$ cat config.mk
export PLATFORM = sky130hd
export DESIGN_NAME = tx_frame_arbiter_flat
export DESIGN_NICKNAME = d
export VERILOG_FILES = /design/src/rtl/tx_frame_arbiter_if.sv /design/src/rtl/tx_frame_arbiter.sv /design/src/flat_wrapper.sv
export SDC_FILE = /design/constraint.sdc
export NUM_CORES = 1
export LEC_CHECK = 0
export CORE_MARGIN = 5
export CORE_UTILIZATION = 25
export CTS_CLUSTER_DIAMETER = 100
export CTS_CLUSTER_SIZE = 30
export DETAILED_ROUTE_END_ITERATION = 8
export GPL_TIMING_DRIVEN = 0
export PLACE_DENSITY = 0.43
export SYNTH_ARGS = -nofsm -noshare
export SYNTH_HDL_FRONTEND = slang
export SYNTH_SLANG_ARGS = --single-unit
$ cat constraint.sdc
create_clock -name clk125 -period 4.1 [get_ports clk125]
set_clock_uncertainty 0.1 [all_clocks]
set_input_delay 0.82 -clock clk125 [delete_from_list [all_inputs] [get_ports clk125]]
set_output_delay 0.82 -clock clk125 [all_outputs]
set_load 0.05 [all_outputs]
$ cat src/rtl/tx_frame_arbiter_if.sv
// Request/transmit bundle between the frame sources, the arbiter and the DDR output stage.
// Pure wiring, no latency; req_ready is the per-source backpressure back to the generators.
// Sources hold req_valid until granted; bytes move on req_valid & req_ready.
interface tx_frame_arbiter_if #(
    parameter int NREQ = 2
);
    logic [NREQ-1:0]   req_valid;
    logic [NREQ*8-1:0] req_data;
    logic [NREQ-1:0]   req_last;
    logic [NREQ-1:0]   req_ready;
    logic              tx_en;
    logic [7:0]        tx_data;
    logic [NREQ-1:0]   grant;
    logic              err_underrun;
    logic              err_oversize;

    modport master (
        output req_valid, req_data, req_last,
        input  req_ready, tx_en, tx_data, grant, err_underrun, err_oversize
    );

    modport slave (
        input  req_valid, req_data, req_last,
        output req_ready, tx_en, tx_data, grant, err_underrun, err_oversize
    );
endinterface

$ cat src/rtl/tx_frame_arbiter.sv
// Round-robin sharing of the RGMII tx byte path: preamble, SFD, payload, then inter-frame gap.
// Latency: first preamble byte one cycle after a request is seen; payload bytes one cycle after accept.
// Backpressure: req_ready only to the granted source in PAYLOAD/DRAIN; others hold req_valid until granted.
module tx_frame_arbiter #(
    parameter int NREQ         = 2,
    parameter int PREAMBLE_LEN = 7,
    parameter int IFG_LEN      = 12,
    parameter int MAX_LEN      = 1518
) (
    input  logic              clk125,
    input  logic              rst_n,
    tx_frame_arbiter_if.slave bus
);
    localparam int RRW = (NREQ > 1) ? $clog2(NREQ) : 1;

    typedef enum logic [2:0] {IDLE, PREAMBLE, SFD, PAYLOAD, DRAIN, IFG} state_t;

    state_t          state, state_nxt;
    logic [NREQ-1:0] grant, grant_nxt;
    logic [RRW-1:0]  gidx, gidx_nxt;
    logic [RRW-1:0]  rr, rr_nxt;
    logic [4:0]      cnt, cnt_nxt;
    logic [10:0]     byte_cnt, byte_cnt_nxt;
    logic            tx_en, tx_en_nxt;
    logic [7:0]      tx_data, tx_data_nxt;
    logic            err_u, err_u_nxt;
    logic            err_o, err_o_nxt;

    logic            any_req, found;
    logic [RRW-1:0]  win_idx, win_rr;
    int              idx;
    logic            sel_vld, sel_last;
    logic [7:0]      sel_data;

    // Winner is the first requester at or after the rr pointer, wrapping modulo NREQ.
    always_comb begin
        any_req = |bus.req_valid;
        win_idx = rr;
        found   = 1'b0;
        idx     = 0;
        for (int k = 0; k < NREQ; k++) begin
            idx = int'(rr) + k;
            if (idx >= NREQ) idx = idx - NREQ;
            for (int j = 0; j < NREQ; j++) begin
                if (!found && j == idx && bus.req_valid[j]) begin
                    found   = 1'b1;
                    win_idx = RRW'(j);
                end
            end
        end
        idx = int'(win_idx) + 1;
        if (idx >= NREQ) idx = 0;
        win_rr = RRW'(idx);
    end

    always_comb begin
        sel_vld  = 1'b0;
        sel_last = 1'b0;
        sel_data = 8'h00;
        for (int j = 0; j < NREQ; j++) begin
            if (gidx == RRW'(j)) begin
                sel_vld  = bus.req_valid[j];
                sel_last = bus.req_last[j];
                sel_data = bus.req_data[j*8 +: 8];
            end
        end
    end

    always_comb begin
        state_nxt    = state;
        grant_nxt    = grant;
        gidx_nxt     = gidx;
        rr_nxt       = rr;
        cnt_nxt      = cnt;
        byte_cnt_nxt = byte_cnt;
        tx_en_nxt    = tx_en;
        tx_data_nxt  = tx_data;
        err_u_nxt    = 1'b0;
        err_o_nxt    = 1'b0;
        case (state)
            IDLE, IFG: begin
                tx_en_nxt = 1'b0;
                grant_nxt = '0;
                if (state == IFG && cnt != 5'(IFG_LEN)) begin
                    cnt_nxt = cnt + 5'd1;
                end else if (any_req) begin
                    grant_nxt    = NREQ'(1) << win_idx;
                    gidx_nxt     = win_idx;
                    rr_nxt       = win_rr;
                    tx_en_nxt    = 1'b1;
                    tx_data_nxt  = 8'h55;
                    cnt_nxt      = 5'd1;
                    byte_cnt_nxt = '0;
                    state_nxt    = (PREAMBLE_LEN == 1) ? SFD : PREAMBLE;
                end else begin
                    state_nxt = IDLE;
                end
            end
            PREAMBLE: begin
                tx_data_nxt = 8'h55;
                cnt_nxt     = cnt + 5'd1;
                if (cnt == 5'(PREAMBLE_LEN - 1)) state_nxt = SFD;
            end
            SFD: begin
                tx_data_nxt = 8'hD5;
                state_nxt   = PAYLOAD;
            end
            PAYLOAD: begin
                cnt_nxt = '0;
                if (!sel_vld) begin
                    tx_en_nxt = 1'b0;
                    err_u_nxt = 1'b1;
                    state_nxt = DRAIN;
                end else if (byte_cnt == 11'(MAX_LEN)) begin
                    // Byte beyond MAX_LEN is swallowed; the rest of the frame drains silently.
                    tx_en_nxt = 1'b0;
                    err_o_nxt = 1'b1;
                    state_nxt = sel_last ? IFG : DRAIN;
                end else begin
                    tx_en_nxt    = 1'b1;
                    tx_data_nxt  = sel_data;
                    byte_cnt_nxt = byte_cnt + 11'd1;
                    if (sel_last) state_nxt = IFG;
                end
            end
            DRAIN: begin
                tx_en_nxt = 1'b0;
                cnt_nxt   = '0;
                if (sel_vld && sel_last) state_nxt = IFG;
            end
            default: state_nxt = IDLE;
        endcase
    end

    always_ff @(posedge clk125 or negedge rst_n) begin
        if (!rst_n) begin
            state    <= IDLE;
            grant    <= '0;
            gidx     <= '0;
            rr       <= '0;
            cnt      <= '0;
            byte_cnt <= '0;
            tx_en    <= 1'b0;
            tx_data  <= 8'h00;
            err_u    <= 1'b0;
            err_o    <= 1'b0;
        end else begin
            state    <= state_nxt;
            grant    <= grant_nxt;
            gidx     <= gidx_nxt;
            rr       <= rr_nxt;
            cnt      <= cnt_nxt;
            byte_cnt <= byte_cnt_nxt;
            tx_en    <= tx_en_nxt;
            tx_data  <= tx_data_nxt;
            err_u    <= err_u_nxt;
            err_o    <= err_o_nxt;
        end
    end

    assign bus.req_ready    = (state == PAYLOAD || state == DRAIN) ? grant : '0;
    assign bus.tx_en        = tx_en;
    assign bus.tx_data      = tx_data;
    assign bus.grant        = grant;
    assign bus.err_underrun = err_u;
    assign bus.err_oversize = err_o;
endmodule

$ cat src/flat_wrapper.sv
// flat-port wrapper written by rule: the top's interface ports become plain ports
module tx_frame_arbiter_flat 
#(
    parameter int NREQ         = 2,
    parameter int PREAMBLE_LEN = 7,
    parameter int IFG_LEN      = 12,
    parameter int MAX_LEN      = 1518
)
  (clk125, rst_n, bus_req_valid, bus_req_data, bus_req_last, bus_req_ready, bus_tx_en, bus_tx_data, bus_grant, bus_err_underrun, bus_err_oversize);
  tx_frame_arbiter_if #(.NREQ(NREQ)) bus_i ();
  input  logic clk125;
  input  logic rst_n;
  input wire logic [$bits(bus_i.req_valid)-1:0] bus_req_valid;
  input wire logic [$bits(bus_i.req_data)-1:0] bus_req_data;
  input wire logic [$bits(bus_i.req_last)-1:0] bus_req_last;
  output wire logic [$bits(bus_i.req_ready)-1:0] bus_req_ready;
  output wire logic [$bits(bus_i.tx_en)-1:0] bus_tx_en;
  output wire logic [$bits(bus_i.tx_data)-1:0] bus_tx_data;
  output wire logic [$bits(bus_i.grant)-1:0] bus_grant;
  output wire logic [$bits(bus_i.err_underrun)-1:0] bus_err_underrun;
  output wire logic [$bits(bus_i.err_oversize)-1:0] bus_err_oversize;
  assign bus_i.req_valid = bus_req_valid;
  assign bus_i.req_data = bus_req_data;
  assign bus_i.req_last = bus_req_last;
  assign bus_req_ready = bus_i.req_ready;
  assign bus_tx_en = bus_i.tx_en;
  assign bus_tx_data = bus_i.tx_data;
  assign bus_grant = bus_i.grant;
  assign bus_err_underrun = bus_i.err_underrun;
  assign bus_err_oversize = bus_i.err_oversize;
  tx_frame_arbiter #(.NREQ(NREQ), .PREAMBLE_LEN(PREAMBLE_LEN), .IFG_LEN(IFG_LEN), .MAX_LEN(MAX_LEN)) u_core (.clk125(clk125), .rst_n(rst_n), .bus(bus_i));
endmodule
# ---- Word level (Yosys, flattened, before mapping)
# Cells that the tools add are included.
dict set report op_classes {
  addsub 6
  n_lt_le_gt_ge 3
  eq_ne 18
  shift 1
  mux 48
  bitwise_logic 1
  n_reduce_logical 28
}
# op count
set ops {}
lappend ops {{$eq 2x32->1 const A} 2}
lappend ops {{$logic_not 32->1} 2}
lappend ops {{$mux 32} 2}
lappend ops {{$mux 11} 4}
lappend ops {{$mux 8} 5}
lappend ops {{$ge 32x3->1 const B} 1}
lappend ops {{$pmux 8 s4} 1}
lappend ops {{$sub 32x3->32 const B} 1}
lappend ops {{$pmux 11 s2} 1}
lappend ops {{$mux 1} 21}
lappend ops {{$mux 3} 6}
lappend ops {{$pmux 3 s5} 1}
lappend ops {{$pmux 5 s3} 1}
lappend ops {{$add 11x1->11 const B} 1}
lappend ops {{$eq 11x11->1 const B} 1}
lappend ops {{$mux 5} 2}
lappend ops {{$reduce_and 5->1} 2}
lappend ops {{$logic_and 1x1->1} 9}
lappend ops {{$ne 2x1->1 const B} 4}
lappend ops {{$eq 3x2->1 const B} 2}
lappend ops {{$eq 3x3->1 const B} 2}
lappend ops {{$mux 2} 3}
lappend ops {{$reduce_bool 3->1} 2}
lappend ops {{$reduce_or 2->1} 3}
lappend ops {{other kinds (22)} 26}
dict set report totals {
  ff_bits 34
  input_bits 22
  output_inout_bits 15
  word_cells 115
}

# ---- Logic depth before layout (Yosys ltp)
# Gate-level depths: netlist of the first run.
dict set report logic_depth {
  ltp_word 20
  mapped_depth 8
  depth_no_buf 7
}

# ---- Least setup slack after synthesis of the first run
# No wires, ideal clock.
dict set report synth_timing {
  kind {flip-flop to output port}
  start {reg u_core.state[0]}
  end {out bus_req_ready[0]}
  t_arrival_ns 1.552
  path_slack_ns 1.628
  path_stages_with_launch 5
  path_cell_list {dfrtp_1 > buf_2 > nand2b_1 > o21a_1 > nor2b_1}
}
dict set report synth_via {
  elab_chain_len 3
}
# item line
set synth_lines {}
lappend synth_lines {{start, declared} tx_frame_arbiter.sv:18} ;# state_t state, state_nxt;
lappend synth_lines {{start signal, assigned} tx_frame_arbiter.sv:148} ;# state <= state_nxt;
lappend synth_lines {{$eq 3x2->1 or $eq 3x3->1 (tied branches)} tx_frame_arbiter.sv:161} ;# assign bus.req_ready = (state == PAYLOAD || state == DRAIN) ? grant : '0;
lappend synth_lines {{$logic_or 1x1->1 (*)} tx_frame_arbiter.sv:161}
lappend synth_lines {{$mux 2 (*)} tx_frame_arbiter.sv:161}
lappend synth_lines {{end, declared} flat_wrapper.sv:16} ;# output wire logic [$bits(bus_i.req_ready)-1:0] bus_req_ready;
# Every way passes the cells marked *; elsewhere a longest branch is shown, timed or not.

# ---- Worst setup path after layout of the first run
dict set report layout_timing {
  start {reg u_core.state[2]}
  end {out bus_req_ready[1]}
}
# The elaborated chain is that of the path after synthesis.

==> impl_metrics.tcl, run 1 <==
set metrics [dict create \
    status "finished clean" \
    final_core_util_pct 33.2 \
    num_io_pins 37 \
    syn_area_um2 2020 \
    cts_buffer_depth 2 \
    cp_cell_sequence "nand3b_2 -> o21a_1 -> nor2b_1 -> clkdlybuf4s50_1" \
    synth_edf_count 0 \
    vias 1773 \
    initial_core_util_pct 25.9 \
    async_flop_share_pct 100 \
    gp_congestion 0.768 \
    hpwl_um 3890 \
    cp.required_ns 3.18 \
    ys.flop_type "dfrtp_1" \
    worstSetupEndpoint "bus_req_ready[1]" \
    grt_pass1_vias 1754 \
    cts_setup_buffers 0 \
    grt-ovfl-total 0 \
    crit_buf_inv 1 \
    max_cap_viol_count 0 \
    dp.cells 348 \
    post-route-min-period_ns 3.17 \
    hold_viol 0 \
    ir_drop_mv 0.175 \
    placed_area_um2 2510 \
    die_h_um 100 \
    cts_root_buffer "clkbuf_8" \
    synth_area_leaders "dfrtp_1 42%, o21ai_0 5.4%, a21oi_1 4.0%" \
    drt_iter0_markers 69 \
    avgSynthCellArea_um2 9.64 \
    r2r_start "u_core.cnt[0]$_DFFE_PN0P_" \
    syn_inst 210 \
    track_usage_pct 11.2 \
    crit_path_max_incr_delay_ns 0.80 \
    finalNetCount 280 \
    port_buffers 36 \
    synth_top_area_cell "dfrtp_1" \
    worst_path_max_delay_cell "clkdlybuf4s50_1" \
    placementRows 32 \
    synthDistinctLibCells 49 \
    cp-start-kind "flip-flop" \
    drive_gt1_share_pct 7.94 \
    arrival_ns 2.25 \
    ys_warn_count 0 \
    insertion_delay_ns 0.28 \
    antennaDiodeCount 0 \
    critPathLaunch "u_core.state[2]$_DFFE_PN0P_" \
    max_freq_mhz 316 \
    cts.clk_slew.worst_paths_ns 0.07 \
    rr_endpoint "u_core.bus.tx_data[7]$_DFFE_PN0P_" \
    antenna_found_initial 0 \
    wl_per_cell_um 15.1 \
    post_cts_resized 0 \
    tritoncts "yes" \
    drv_slew 0 \
    synth-seq-cells 34 \
    synth_nets 237 \
    core_area_um2 7810 \
    tightest_slew_ns 0.817 \
    cp.depth 4 \
    numCtsBuffers 5 \
    total_power_mw 1.52 \
    reg2regPathDepth 7 \
    grt_max_degree 35 \
    routed_via_density 5.01 \
    drt-total-wl_um 5340 \
    relSlewSlack_pct 45.5 \
    power_density_nw_per_um2 585 \
    fp.dieW_um 100 \
    worstSetupEndpointType "output port" \
    die_area_um2 10000 \
    setup_viol 0 \
    htreeDepth 2 \
    min_period_over_period_pct 77.2 \
    ant_nets 0 \
    cellLeakagePower_nw 1.01 \
    r2r_setup_slack_ns 1.84 \
    whs_path_depth 1 \
    area_delta_synth_final_pct 27.9 \
    cp_max_fo 10 \
    rsz0062_at_grt "false" \
    final_area_um2 2590 \
    hold_buffers 0 \
    tns_ns 0 \
    drt_first_pass_iters 4 \
    critPathKind "reg2out" \
    grt_pass1_wl_um 8910 \
    stdcell_count 354 \
    worst_path_dominant_cell_family "buffers and inverters" \
    post-synth-top-area-fraction_pct 42.0 \
    seq_area_frac_synth_pct 42.0 \
    hold_class "reg2reg" \
    drcViolationCount 0 \
    clock_sinks 34 \
]
==> synthesized netlist by cell type, types with 5 or more instances <==
master,n
o21a_1,6
mux2i_1,8
o21ai_0,22
nor2b_1,8
a21oi_1,16
nand2_1,10
nand3_1,8
a211oi_1,5
or3_1,7
nor2_1,11
inv_1,7
dfrtp_1,34
ha_1,5
==> power by group <==
part / internal, mW / leakage, nW / switching, mW / total [mW]
Sequential: 0.417 / 0.435 / 0.0807 / 0.497
Clock: 0.129 / 0.0431 / 0.117 / 0.246
Combinational: 0.296 / 0.531 / 0.476 / 0.772
==> cell usage in the layout, fill, tap and decap left out, drive strengths merged, types with 2 or more instances in the layout <==
cell type / count
clkdlybuf4s50: 35
dfrtp: 34
o21ai: 24
a21oi: 16
nor2: 11
nand2: 10
clkbuf: 9
nor2b: 8
nand3: 8
mux2i: 8
inv: 7
or3: 7
buf: 7
o21a: 6
a211oi: 5
ha: 5
nor3: 4
a2bb2oi: 4
nand2b: 3
a32o: 3
nand4: 3
o31a: 3
a31oi: 3
o41ai: 3
nor4: 3
and4b: 2
o31ai: 2
nand4b: 2
==> worst reg2reg max path, stage by stage (launching register included) <==
cell	delay, ns
dfrtp_1	0.44
inv_1	0.09
ha_1	0.25
nand4b_4	0.16
o21ai_0	0.11
a21oi_1	0.50
nor2_1	0.22
a41o_1	0.28
==> metal layers <==
metal / global-route usage [%] / wire (µm) / part of all wire [%] / vias up
met5: 0 / 0 / 0 / -
li1: - / - / - / 886
met1: 15.9 / 2730 / 51 / 827
met2: 15.5 / 2150 / 40 / 54
met4: 4.35 / 91 / 1.7 / 0
met3: 3.89 / 365 / 6.8 / 6
==> sequential cells by signal, summed over array words and instances, names as in the netlist <==
name,flops
u_core.bus.err_underrun,1
u_core.bus.tx_en,1
u_core.cnt,5
u_core.state,3
u_core.bus.grant,2
u_core.gidx,1
u_core.rr,1
u_core.byte_cnt,11
u_core.bus.err_oversize,1
u_core.bus.tx_data,8
==> per-stage QoR <==
stage	worst slack [ns]	hold WS [ns]
2_1_floorplan	1.63	0.372
3_5_place_dp	1.11	0.394
5_1_grt	0.805	0.442
4_1_cts	0.910	0.407
6_report	0.935	0.407
3_3_place_gp	1.10	0.392
==> how the worst min path moves through the flow <==
stage | start | end
detailed placement | u_core.bus.tx_data[1]$_DFFE_PN0P_ | u_core.bus.tx_data[1]$_DFFE_PN0P_
CTS | u_core.rr$_DFFE_PN0P_ | u_core.rr$_DFFE_PN0P_
finish | u_core.rr$_DFFE_PN0P_ | u_core.rr$_DFFE_PN0P_
floorplan | u_core.rr$_DFFE_PN0P_ | u_core.rr$_DFFE_PN0P_
global route | u_core.rr$_DFFE_PN0P_ | u_core.rr$_DFFE_PN0P_
global placement | u_core.bus.tx_data[1]$_DFFE_PN0P_ | u_core.bus.tx_data[1]$_DFFE_PN0P_
==> cells by family after synthesis <==
logic type      synth area share (%)
compound gates                  26.1
simple gates                    20.7
mux                             4.51
fa+ha+maj                       3.09
flops                           42.0
buf+inv                         3.52
==> layout make-up <==
| class | instances | area, µm² |
|---|---|---|
| Buffer | 9 | 45.0 |
| Clock buffer | 6 | 82.6 |
| Fill cell | 821 | 5220 |
| Inverter | 7 | 26.3 |
| Multi-Input combinational cell | 160 | 1100 |
| Sequential cell | 34 | 851 |
| Tap cell | 102 | 128 |
| Timing Repair Buffer | 36 | 355 |
No activity file was read; power rests on OpenSTA's default activity.
==> run 2, diff against run 1 <==
- clock period: 4.1 -> 3.1 ns (I/O delays scaled with it)
==> results of run 2 <==
Same layout as run 1 (identical final DEF). Status: finished clean.
Main changes from that run: setup slack after placement 1.11 ns -> 0.307 ns; setup slack after layout 0.935 ns -> 0.135 ns; hold slack 0.407 ns -> 0.326 ns; register-to-register setup slack 1.84 ns -> 0.84 ns; total power 1.52 mW -> 2.00 mW; worst IR drop on VDD 0.175 mV -> 0.231 mV
==> run 3, diff against run 2 <==
- PLACE_DENSITY: 0.43 -> unset
==> run 3 against run 2 <==
Net effect:
- clock-buffer cell count unchanged
- critical path depth unchanged
- sequential cell count did not move
- first-iteration DRC count is 59% higher
- combinational power about the same
- register-to-register slack got worse by 0.03 ns
- via count up 2.4%
- non-clock buffer count unchanged
- sequential share of layout area fell by 0.16 points
- final area grew 0.48%
- largest cell class unchanged
- largest power group unchanged
==> impl_metrics.tcl, run 3 (synthesis results as in run 1) <==
set metrics [dict create \
    tns_ns 0 \
    worstSetupEndpointType "output port" \
    htreeDepth 2 \
    final_area_um2 2600 \
    tightest_slew_ns 0.764 \
    cts_buffer_depth 2 \
    tritoncts "yes" \
    cts.clk_slew.worst_paths_ns 0.07 \
    ir_drop_mv 0.320 \
    post_cts_resized 0 \
    max_freq_mhz 338 \
    worst_path_max_delay_cell "clkdlybuf4s50_1" \
    gp_congestion 0.797 \
    grt-ovfl-total 0 \
    ant_nets 0 \
    initial_core_util_pct 25.9 \
    track_usage_pct 10.6 \
    worst_path_dominant_cell_family "buffers and inverters" \
    fill_cells 801 \
    grt_max_degree 35 \
    clock_sinks 34 \
    setup_viol 0 \
    placementRows 32 \
    area_delta_synth_final_pct 28.6 \
    cts_setup_buffers 0 \
    layout_common_cells "35 x clkdlybuf4s50_1, 34 x dfrtp_1, 22 x o21ai_0" \
    crit_path_max_incr_delay_ns 0.82 \
    drt_iter0_markers 110 \
    hold_buffers 0 \
    largest_register "u_core.byte_cnt" \
    antennaDiodeCount 0 \
    routed_via_density 5.10 \
    drt_first_pass_iters 4 \
    hpwl_um 3710 \
    finalNetCount 280 \
    hold_class "in2async" \
    total_power_mw 2.01 \
    port_buffers 36 \
    cp-start-kind "flip-flop" \
    grt_pass1_vias 1759 \
    whs_ns 0.299 \
    vias 1816 \
    dp.cells 348 \
    drt-total-wl_um 4960 \
    die_area_um2 10000 \
    wl_per_cell_um 13.9 \
    power_density_nw_per_um2 774 \
    grt_pass1_wl_um 8710 \
    hold_viol 0 \
    largest_register_ffs 11 \
    stdcell_count 356 \
    core_area_um2 7810 \
    cp_max_fo 10 \
    placed_area_um2 2510 \
    min_period_over_period_pct 95.4 \
    fp.dieW_um 100 \
    rsz0062_at_grt "false" \
    cts_root_buffer "clkbuf_8" \
    drv_slew 0 \
    final_common_cell "clkdlybuf4s50_1" \
    drcViolationCount 0 \
    max_cap_viol_count 0 \
    arrival_ns 2.24 \
    numCtsBuffers 5 \
    cellLeakagePower_nw 1.01 \
    status "finished clean" \
    reg_top3 "u_core.byte_cnt (11), u_core.bus.tx_data (8), u_core.cnt (5)" \
    cp.required_ns 2.38 \
    num_io_pins 37 \
    insertion_delay_ns 0.29 \
    drive_gt1_share_pct 8.66 \
    preCtsSetupSlack_ns 0.274 \
    antenna_found_initial 0 \
    cp_cell_sequence "nand3b_2 -> o21a_1 -> nor2b_1 -> clkdlybuf4s50_1" \
    relSlewSlack_pct 49.1 \
    post-route-min-period_ns 2.96 \
    setup_ws_ns 0.141 \
    critPathKind "reg2out" \
    final_core_util_pct 33.3 \
    die_h_um 100 \
    crit_buf_inv 1 \
]
[run 3: worst paths after layout]
check	endpoint	from	cells after the start	slack, ns
worst max-delay path	bus_req_ready[0]	u_core.state[2]$_DFFE_PN0P_	4	0.14
worst min-delay path	u_core.cnt[1]$_DFFE_PN0P_	rst_n	1	0.30
worst max register to register	u_core.bus.tx_data[7]$_DFFE_PN0P_	u_core.cnt[0]$_DFFE_PN0P_	7	0.81
worst min register to register	u_core.bus.tx_data[5]$_DFFE_PN0P_	u_core.bus.tx_data[5]$_DFFE_PN0P_	2	0.41
max in group asynchronous	u_core.state[2]$_DFFE_PN0P_	rst_n	1	2.11
min in group clk125	u_core.bus.tx_data[5]$_DFFE_PN0P_	u_core.bus.tx_data[5]$_DFFE_PN0P_	2	0.41
[run 3: worst register-to-register path, delay by kind of cell (launching register included)]
kind | cells | cell delay (ns)
adders and majority gates | 1 | 0.24
buffers and inverters | 1 | 0.09
AOI/OAI and AO/OA | 3 | 0.91
DFF | 1 | 0.44
and+or+nand+nor | 2 | 0.39
[run 3: layer usage]
layer,track usage (%),wire length (µm)
met4,3.01,46
met5,0,0
met1,15.1,2500
met2,15.6,2150
met3,3.06,265
[run 3: power breakdown]
part	switching (mW)	internal [mW]	total, mW	leakage, nW
clock	0.167	0.178	0.345	0.0472
sequential	0.109	0.551	0.660	0.435
combinational	0.618	0.390	1.01	0.531
total	0.894	1.12	2.01	1.01
[run 3: cell type report]
type | count | area [µm²] | area share, %
sequential | 34 | 851 | 32.7
multi-input combinational | 160 | 1100 | 42.4
clock inverter | 2 | 12.5 | 0.481
clock buffer | 6 | 82.6 | 3.17
buffer | 9 | 45.0 | 1.73
tap | 102 | 128 | 4.90
inverter | 7 | 26.3 | 1.01
timing repair buffer | 36 | 355 | 13.7
